`src/rtl/irq_requester.sv`:
```
// Three-line interrupt requester: synchronizes and debounces keys, latches pending
// requests and raises one registered request at a time, with acknowledge and timeout.
module irq_requester #(
    parameter int DB_CYCLES   = 16,
    parameter int ACK_TIMEOUT = 64,
    parameter int CNT_W       = 8
) (
    input  logic               clk,
    input  logic               clr,
    input  logic [2:0]         key_in,
    input  logic [2:0]         running_in,
    output logic [2:0]         irq_out,
    output logic [2:0]         pending,
    output logic [1:0]         active_level,
    output logic [2:0]         lost_req,
    output logic               timeout,
    output logic [3*CNT_W-1:0] svc_count,
    output logic               dbg_state
);

    localparam int DB_W = (DB_CYCLES > 1) ? $clog2(DB_CYCLES) : 1;
    localparam int TO_W = (ACK_TIMEOUT > 1) ? $clog2(ACK_TIMEOUT) : 1;
    localparam logic [DB_W-1:0] DB_LAST = DB_W'(DB_CYCLES - 1);
    localparam logic [TO_W-1:0] TO_LAST = TO_W'(ACK_TIMEOUT - 1);

    typedef enum logic {
        S_IDLE = 1'b0,
        S_REQ  = 1'b1
    } state_t;

    logic [2:0]       r_sync1;
    logic [2:0]       r_sync2;
    logic [2:0]       r_stable;
    logic [DB_W-1:0]  r_db_cnt [3];
    logic [2:0]       w_db_done;
    logic [2:0]       w_event;

    state_t           r_state;
    logic [1:0]       r_grant;
    logic [2:0]       r_irq;
    logic [TO_W-1:0]  r_to_cnt;
    logic [2:0]       r_pending;
    logic [2:0]       r_lost;
    logic             r_timeout;
    logic [CNT_W-1:0] r_svc [3];

    logic [1:0]       w_active_level;
    logic             w_elig_valid;
    logic [1:0]       w_elig_idx;
    logic             w_ack;
    logic [2:0]       w_clear;

    always_ff @(posedge clk or posedge clr) begin : p_sync
        if (clr) begin
            r_sync1 <= '0;
            r_sync2 <= '0;
        end else begin
            r_sync1 <= key_in;
            r_sync2 <= r_sync1;
        end
    end

    // An event is the cycle in which a disagreeing rising level completes its run.
    always_comb begin
        w_db_done = '0;
        w_event   = '0;
        for (int i = 0; i < 3; i++) begin
            w_db_done[i] = (r_sync2[i] != r_stable[i]) && (r_db_cnt[i] == DB_LAST);
            w_event[i]   = w_db_done[i] & r_sync2[i];
        end
    end

    always_ff @(posedge clk or posedge clr) begin : p_debounce
        if (clr) begin
            r_stable <= '0;
            for (int i = 0; i < 3; i++) r_db_cnt[i] <= '0;
        end else begin
            for (int i = 0; i < 3; i++) begin
                if (r_sync2[i] == r_stable[i]) begin
                    r_db_cnt[i] <= '0;
                end else if (w_db_done[i]) begin
                    r_db_cnt[i] <= '0;
                    r_stable[i] <= r_sync2[i];
                end else begin
                    r_db_cnt[i] <= r_db_cnt[i] + 1'b1;
                end
            end
        end
    end

    // Line numbers are index+1; a line is eligible only above the running level.
    always_comb begin
        w_active_level = 2'd0;
        if (running_in[2])      w_active_level = 2'd3;
        else if (running_in[1]) w_active_level = 2'd2;
        else if (running_in[0]) w_active_level = 2'd1;

        w_elig_valid = 1'b0;
        w_elig_idx   = 2'd0;
        for (int i = 0; i < 3; i++) begin
            if (r_pending[i] && ((i + 1) > int'(w_active_level))) begin
                w_elig_valid = 1'b1;
                w_elig_idx   = 2'(i);
            end
        end
    end

    always_comb begin
        w_ack   = (r_state == S_REQ) && running_in[r_grant];
        w_clear = w_ack ? (3'b001 << r_grant) : 3'b000;
    end

    always_ff @(posedge clk or posedge clr) begin : p_fsm
        if (clr) begin
            r_state   <= S_IDLE;
            r_grant   <= '0;
            r_irq     <= '0;
            r_to_cnt  <= '0;
            r_pending <= '0;
            r_lost    <= '0;
            r_timeout <= 1'b0;
            for (int i = 0; i < 3; i++) r_svc[i] <= '0;
        end else begin
            // A new event beats a same-cycle acknowledge clear.
            for (int i = 0; i < 3; i++) begin
                if (w_event[i]) begin
                    r_pending[i] <= 1'b1;
                    if (r_pending[i] && !w_clear[i]) r_lost[i] <= 1'b1;
                end else if (w_clear[i]) begin
                    r_pending[i] <= 1'b0;
                end
            end

            case (r_state)
                S_IDLE: begin
                    if (w_elig_valid) begin
                        r_grant  <= w_elig_idx;
                        r_irq    <= 3'b001 << w_elig_idx;
                        r_to_cnt <= '0;
                        r_state  <= S_REQ;
                    end
                end
                S_REQ: begin
                    if (w_ack) begin
                        r_svc[r_grant] <= r_svc[r_grant] + 1'b1;
                        r_irq          <= '0;
                        r_state        <= S_IDLE;
                    end else if (r_to_cnt == TO_LAST) begin
                        r_irq     <= '0;
                        r_timeout <= 1'b1;
                        r_state   <= S_IDLE;
                    end else begin
                        r_to_cnt <= r_to_cnt + 1'b1;
                    end
                end
                default: begin
                    r_irq   <= '0;
                    r_state <= S_IDLE;
                end
            endcase
        end
    end

    assign irq_out      = r_irq;
    assign pending      = r_pending;
    assign active_level = w_active_level;
    assign lost_req     = r_lost;
    assign timeout      = r_timeout;
    assign svc_count    = {r_svc[2], r_svc[1], r_svc[0]};
    assign dbg_state    = (r_state == S_REQ);

endmodule

```
`config.mk`:
```
export PLATFORM = sky130hd
export DESIGN_NAME = irq_requester
export DESIGN_NICKNAME = d
export VERILOG_FILES = /design/src/rtl/irq_requester.sv
export SDC_FILE = /design/constraint.sdc
export NUM_CORES = 1
export LEC_CHECK = 0
export BUFFER_PORTS_ARGS = -buffer_cell sky130_fd_sc_hd__buf_2
export CORE_ASPECT_RATIO = 0.9
export CORE_UTILIZATION = 50
export DETAILED_ROUTE_END_ITERATION = 8
export GPL_TIMING_DRIVEN = 0
export PLACE_DENSITY_LB_ADDON = 0.05
export SLEW_MARGIN = 20
export SYNTH_ARGS = -nofsm -noshare
export SYNTH_HDL_FRONTEND = slang
export SYNTH_SLANG_ARGS = --single-unit
```
`constraint.sdc`:
```
create_clock -name clk -period 2.4 [get_ports clk]
set_clock_uncertainty 0.05 [all_clocks]
set_input_delay 0 -clock clk [delete_from_list [all_inputs] [get_ports clk]]
set_output_delay 0 -clock clk [all_outputs]
set_load 0.005 [all_outputs]
```
# --- Yosys cells after proc, flatten, opt, wreduce, memory -nomap -nowiden ---
# Cells that the tools add are included.
word_totals:
  ff_bits: 64
  inputBits: 8
  out_inout_bits: 37
  wordCells: 127
classes:
  addsub: 5
  magnitude_cmp: 6
  n_eq_ne: 14
  shifts: 2
  mux: 41
  bitwise: 9
  reduce_logical: 28
ops:
  columns: ["cell", "count"]
  rows:
  - ["$bwmux W24", 1]
  - ["$mux W4", 6]
  - ["$mux W8", 3]
  - ["$mux W6", 3]
  - ["$reduce_and A2 Y1", 9]
  - ["$bmux W8 S2", 1]
  - ["$demux W8 S2", 1]
  - ["$mux W1", 15]
  - ["$add A4 B1 Y4 const B", 3]
  - ["$eq A4 B4 Y1 const B", 3]
  - ["$mux W3", 4]
  - ["$pmux W6 S2", 1]
  - ["$logic_and A1 B1 Y1", 11]
  - ["$add A8 B1 Y8 const B", 1]
  - ["$add A6 B1 Y6 const B", 1]
  - ["$eq A6 B6 Y1 const B", 1]
  - ["$mux W2", 3]
  - ["$ne A2 B2 Y1 const B", 3]
  - ["$pmux W3 S2", 1]
  - ["$reduce_and A3 Y1", 2]
  - ["$reduce_bool A2 Y1", 3]
  - ["$shl A1 B2 Y3 const A", 2]
  - ["$not A1 Y1", 5]
  - ["$gt A2 B2 Y1 const A", 2]
  - ["other kinds (12)", 20]

# --- Logic depth before layout (Yosys ltp) ---
logic_depth:
  word_depth: 10
  mapped_depth: 7
  mapped_depth_nobuf: 6

# --- Least setup slack after synthesis ---
# OpenSTA, ideal clock, no wires.
synth_timing:
  path_kind: "reg-to-reg"
  from: "reg r_pending[0], in the netlist pending[0]"
  to: "reg r_to_cnt[0]"
  arrival_ps: 1615
  path_slack_ps: 610
  stages_incl_launch_ff: 6
  path_cell_list: "dfrtp_1 -> nor2b_1 -> o21ai_0 -> a211oi_1 -> nor2_1 -> mux2_2"
synth_between:
  elab_chain_cells: 6
synth_lines:
  columns: ["element", "line", "text"]
  rows:
  - ["from (decl)", "42", "logic [2:0] r_pending;"]
  - ["from (signal assigned)", "119", "r_pending <= '0;"]
  - ["from (signal, indexed assignment)", "127", "r_pending[i] <= 1'b1;"]
  - ["from (signal, indexed assignment)", "130", "r_pending[i] <= 1'b0;"]
  - ["$logic_and A1 B1 Y1", "101", "if (r_pending[i] && ((i + 1) > int'(w_active_level))) begin"]
  - ["$mux W1 (3 in a row)", "101", null]
  - ["$ne A2 B2 Y1 (no line)", null, null]
  - ["$reduce_and A3 Y1 (no line)", null, null]
  - ["to (signal assigned)", "153", "r_to_cnt <= r_to_cnt + 1'b1;"]
  - ["to (decl)", "41", "logic [TO_W-1:0] r_to_cnt;"]
# No other way between the ends.
# A chain may end at the register's enable or synchronous reset.

# --- Worst setup path after layout ---
layout_timing:
  from: "reg r_grant[1]"
  to: "reg r_svc (netlist bit svc_count[4])"
layout_between:
  elab_chain_cells: 6
  elab_cells_between_ends: 15
  classes_between: "add/sub (1); order compare (2); mux (8); bitwise (1); reduce/logical (3)"
layout_lines:
  columns: ["element", "line", "text"]
  rows:
  - ["from (decl)", "39", "logic [1:0] r_grant;"]
  - ["from (signal assigned)", "137", "r_grant <= w_elig_idx;"]
  - ["$not A2 Y3 (implied by the code)", "145", "r_svc[r_grant] <= r_svc[r_grant] + 1'b1;"]
  - ["$bmux W8 S2 (tied with other cells)", "145", null]
  - ["$mux W8 (implied by the code) or $logic_and A1 B1 Y1 (tied branches)", "145", null]
  - ["$mux W8 (implied by the code)", "145", null]
  - ["$add A8 B1 Y8 or $demux W8 S2 (tied branches)", "145", null]
  - ["$bwmux W24", "145", null]
  - ["to (signal, indexed assignment)", "145", null]
  - ["to (decl)", "45", "logic [CNT_W-1:0] r_svc [3];"]
# Several ways; a longest one is shown, not always the timed one. The select of a mux whose other input is x is not followed.

==> flow_summary.json <==
{
  "worstSkewPairLatency_ns": 0.35,
  "synth_top_area_share_pct": 55.8,
  "drive_gt1_share_pct": 24.2,
  "slew_violations": 0,
  "track_usage_pct": 22.4,
  "start_util_pct": 53.3,
  "seq_power_share_pct": 47.7,
  "yosysUniqueCellTypes": 38,
  "hold_viol": 0,
  "fmax_mhz": 496,
  "drc": 0,
  "status": "complete, no violations",
  "rows": 25,
  "port_buffers": 43,
  "core_area_sq_mm": 0.00538,
  "drt_iter0_drc": 100,
  "whs_ns": 0.0531,
  "ioPinCount": 45,
  "worstPathRequired_ns": 2.56,
  "setup_ws_ns": 0.385,
  "cts_tree": "yes",
  "grt_start_max_net_pins": 52,
  "cts_buffers": 9,
  "routed_wl_mm": 5.94,
  "cts-htree-levels": 3,
  "synth_area_per_cell_sq_um": 11.0,
  "gp_congestion": 0.755,
  "die_y_um": 73.9,
  "synth_nets": 275,
  "grt_pass1_vias": 2014,
  "period_share_pct": 83.9,
  "num_vias": 2151,
  "timing_worst_setup_path_type": "reg2reg",
  "clock_sinks": 64,
  "worstPathMaxFanout": 10,
  "ys_ff_latch": 64,
  "intPower_w": 0.00185,
  "synth_top_area_cell": "dfrtp_1",
  "clkPwrFrac_pct": 47.3,
  "relSlewSlack_pct": 61.0,
  "cts-root-buf": "clkbuf_8",
  "dieArea_sq_mm": 0.00605,
  "viasPerCell": 5.47,
  "clk_pin_slew_ns": 0.08,
  "ys.flop_type": "dfrtp_1",
  "min_period_ns": 2.01,
  "worst_ep_arrival_time_ns": 2.18,
  "leakage_nw": 1.69,
  "swShare_pct": 22.1,
  "grt_pass1_wl_mm": 9.76,
  "yosysWarnings": 0,
  "antenna_found_initial": 0,
  "rsz0062_at_grt": "no",
  "synthTopCellsByArea": "dfrtp_1 56%, o21ai_0 3.5%, nand2_1 3.4%",
  "fin_tns_setup_ns": 0,
  "synthArstFlopShare_pct": 100,
  "syn_to_final_growth_pct": 21.5,
  "netlist_area_sq_mm": 0.00287,
  "p_switching_w": 0.000525,
  "cap_viol_max_count": 0,
  "clockBufferDepth": 2,
  "place_ws_ns": 0.211,
  "post_drt_wl_per_cell_um": 15.1,
  "setup_violations": 0,
  "fin_nets": 334,
  "fillers": 457,
  "vdd_ir_drop_max_mv": 0.663,
  "end_kind": "flop",
  "pwr-share-comb_pct": 5.0,
  "dp.final_hpwl_mm": 4.16,
  "critPathLaunchType": "flop",
  "min_path_type": "in2async",
  "postCtsSetupBuffers": 0,
  "synth-seq-area-share_pct": 55.8,
  "n_antenna_cell": 0,
  "synth-edff-count": 0,
  "ant_nets": 0,
  "die_x_um": 81.8,
  "power_density_mw_per_mm2": 682,
  "largest_reg_flops": 24,
  "grt-ovfl-total": 0,
  "drt_pass1_iterations": 4,
  "syn_inst": 262,
  "tightest_slew_ns": 0.585
}
[worst max-delay path: stages (launching register included)]
cell and delay, ns:
dfrtp_1 0.46, buf_6 0.19, mux2i_1 0.13, o2bb2ai_1 0.32
ha_1 0.28, nand3_1 0.10, xor2_1 0.23, o21ai_0 0.12
[synthesized netlist by cell type (3+ instances only)]
library cell and number:
dfrtp_1 64, nand2_1 26, o21ai_0 20, inv_1 13, nor2_1 13, a21oi_1 12
nand3_1 11, o31ai_1 10, xnor2_1 10, mux2i_1 9, mux2_2 8, o2bb2ai_1 7
a21o_1 6, nor3b_1 6, ha_1 5, nor2b_1 5, clkbuf_1 4, nor3_1 4
a31o_2 3, nand4b_1 3, nor4_1 3
[cell type report]
| class | instances | area, sq um | area share [%] |
|---|---|---|---|
| multi-input cells | 178 | 1180 | 34.0 |
| plain buffers | 7 | 38.8 | 1.11 |
| inverters | 13 | 51.3 | 1.47 |
| flip-flops and latches | 64 | 1600 | 45.9 |
| well taps | 67 | 83.8 | 2.40 |
| clock inverters | 7 | 120 | 3.44 |
| repair buffers | 48 | 283 | 8.11 |
| clock buffers | 9 | 124 | 3.55 |
[routing by layer]
layer / GRT usage [%] / vias to the layer above / wire length [um]
li1: - / 1057 / -
met1: 31.7 / 1028 / 2920
met2: 32.1 / 59 / 2630
met3: 8.07 / 7 / 326
met4: 6.82 / 0 / 61
met5: 0 / - / 0
[stage by stage]
step	total power (W)	cells	utilization (%)	instance area (sq um)
3_3_place_gp	0.00126	372	58.9	3170
3_5_place_dp	0.00127	373	59.4	3200
6_report	0.00238	393	64.8	3490
5_1_grt	0.00246	393	64.8	3490
4_1_cts	0.00240	393	64.7	3480
2_1_floorplan	0.00123	262	-	2870
[final timing paths]
kind | from | to | slack [ns] | depth (start not counted)
max reg2reg | r_grant[1] | svc_count[4] | 0.39 | 7
max in group asynchronous | clr | r_db_cnt[8] | 1.74 | 4
min in group clk | running_in[1] | irq_out[1] | 0.07 | 5
min reg2reg | r_sync1[2] | r_sync2[2] | 0.31 | 0
max | r_grant[1] | svc_count[4] | 0.39 | 7
min | clr | r_sync1[0] | 0.05 | 3
[power by group through the flow]
stage | registers [W] | clock network [W] | logic, W
finish | 0.00113 | 0.00112 | 0.000120
global route | 0.00114 | 0.00119 | 0.000138
CTS | 0.00113 | 0.00114 | 0.000122
detailed placement | 0.00115 | 0 | 0.000116
global placement | 0.00115 | 0 | 0.000108
floorplan | 0.00115 | 0 | 0.0000758
[placed cells by master, fill, tap and decap left out, drive strengths merged]
| cell type | netlist | routed |
|---|---|---|
| nor2b | 5 | 5 |
| bufinv | 0 | 3 |
| mux2 | 8 | 8 |
| a22o | 1 | 1 |
| a21oi | 12 | 12 |
| xor2 | 2 | 2 |
| o21a | 2 | 2 |
| a21o | 6 | 6 |
| o21ai | 20 | 20 |
| nor3 | 4 | 4 |
| a211oi | 1 | 1 |
| nand4 | 2 | 2 |
| buf | 3 | 47 |
| nor4 | 3 | 3 |
| nand3 | 11 | 11 |
| nand3b | 1 | 1 |
| o31ai | 10 | 10 |
| o22ai | 1 | 1 |
| nand2 | 26 | 26 |
| nor3b | 6 | 6 |
| xnor2 | 10 | 10 |
| mux2i | 9 | 9 |
| nor2 | 13 | 13 |
| clkinvlp | 0 | 1 |
| or2 | 1 | 1 |
| ha | 5 | 5 |
| o211ai | 1 | 1 |
| clkbuf | 4 | 13 |
| dlygate4sd3 | 0 | 4 |
| nand4b | 3 | 3 |
| o2bb2ai | 8 | 8 |
| and3 | 1 | 1 |
| clkinv | 0 | 3 |
| and4 | 1 | 1 |
| inv | 13 | 13 |
| dfrtp | 64 | 64 |
| a31oi | 1 | 1 |
| a31o | 3 | 3 |
| a311oi | 1 | 1 |
[logic make-up (layout without fill, tap and decap cells)]
kind of cell | count (synthesis) | after routing | synth area share (%)
AOI/OAI and AO/OA | 67 | 67 | 15.6
and+or+nand+nor | 77 | 77 | 13.4
DFF | 64 | 64 | 55.8
xor gates and xnor gates | 12 | 12 | 3.66
adders and majority gates | 5 | 5 | 2.18
buffers and inverters | 20 | 84 | 3.05
muxes | 17 | 17 | 6.28
[timing repair]
action                                 in CTS  in global routing
endpoints found under the hold margin      67                  0
resized for setup                           0                  1
hold buffers                                4                  0
setup endpoints to repair                   0                  1
Power figures use the tool's default switching activity.
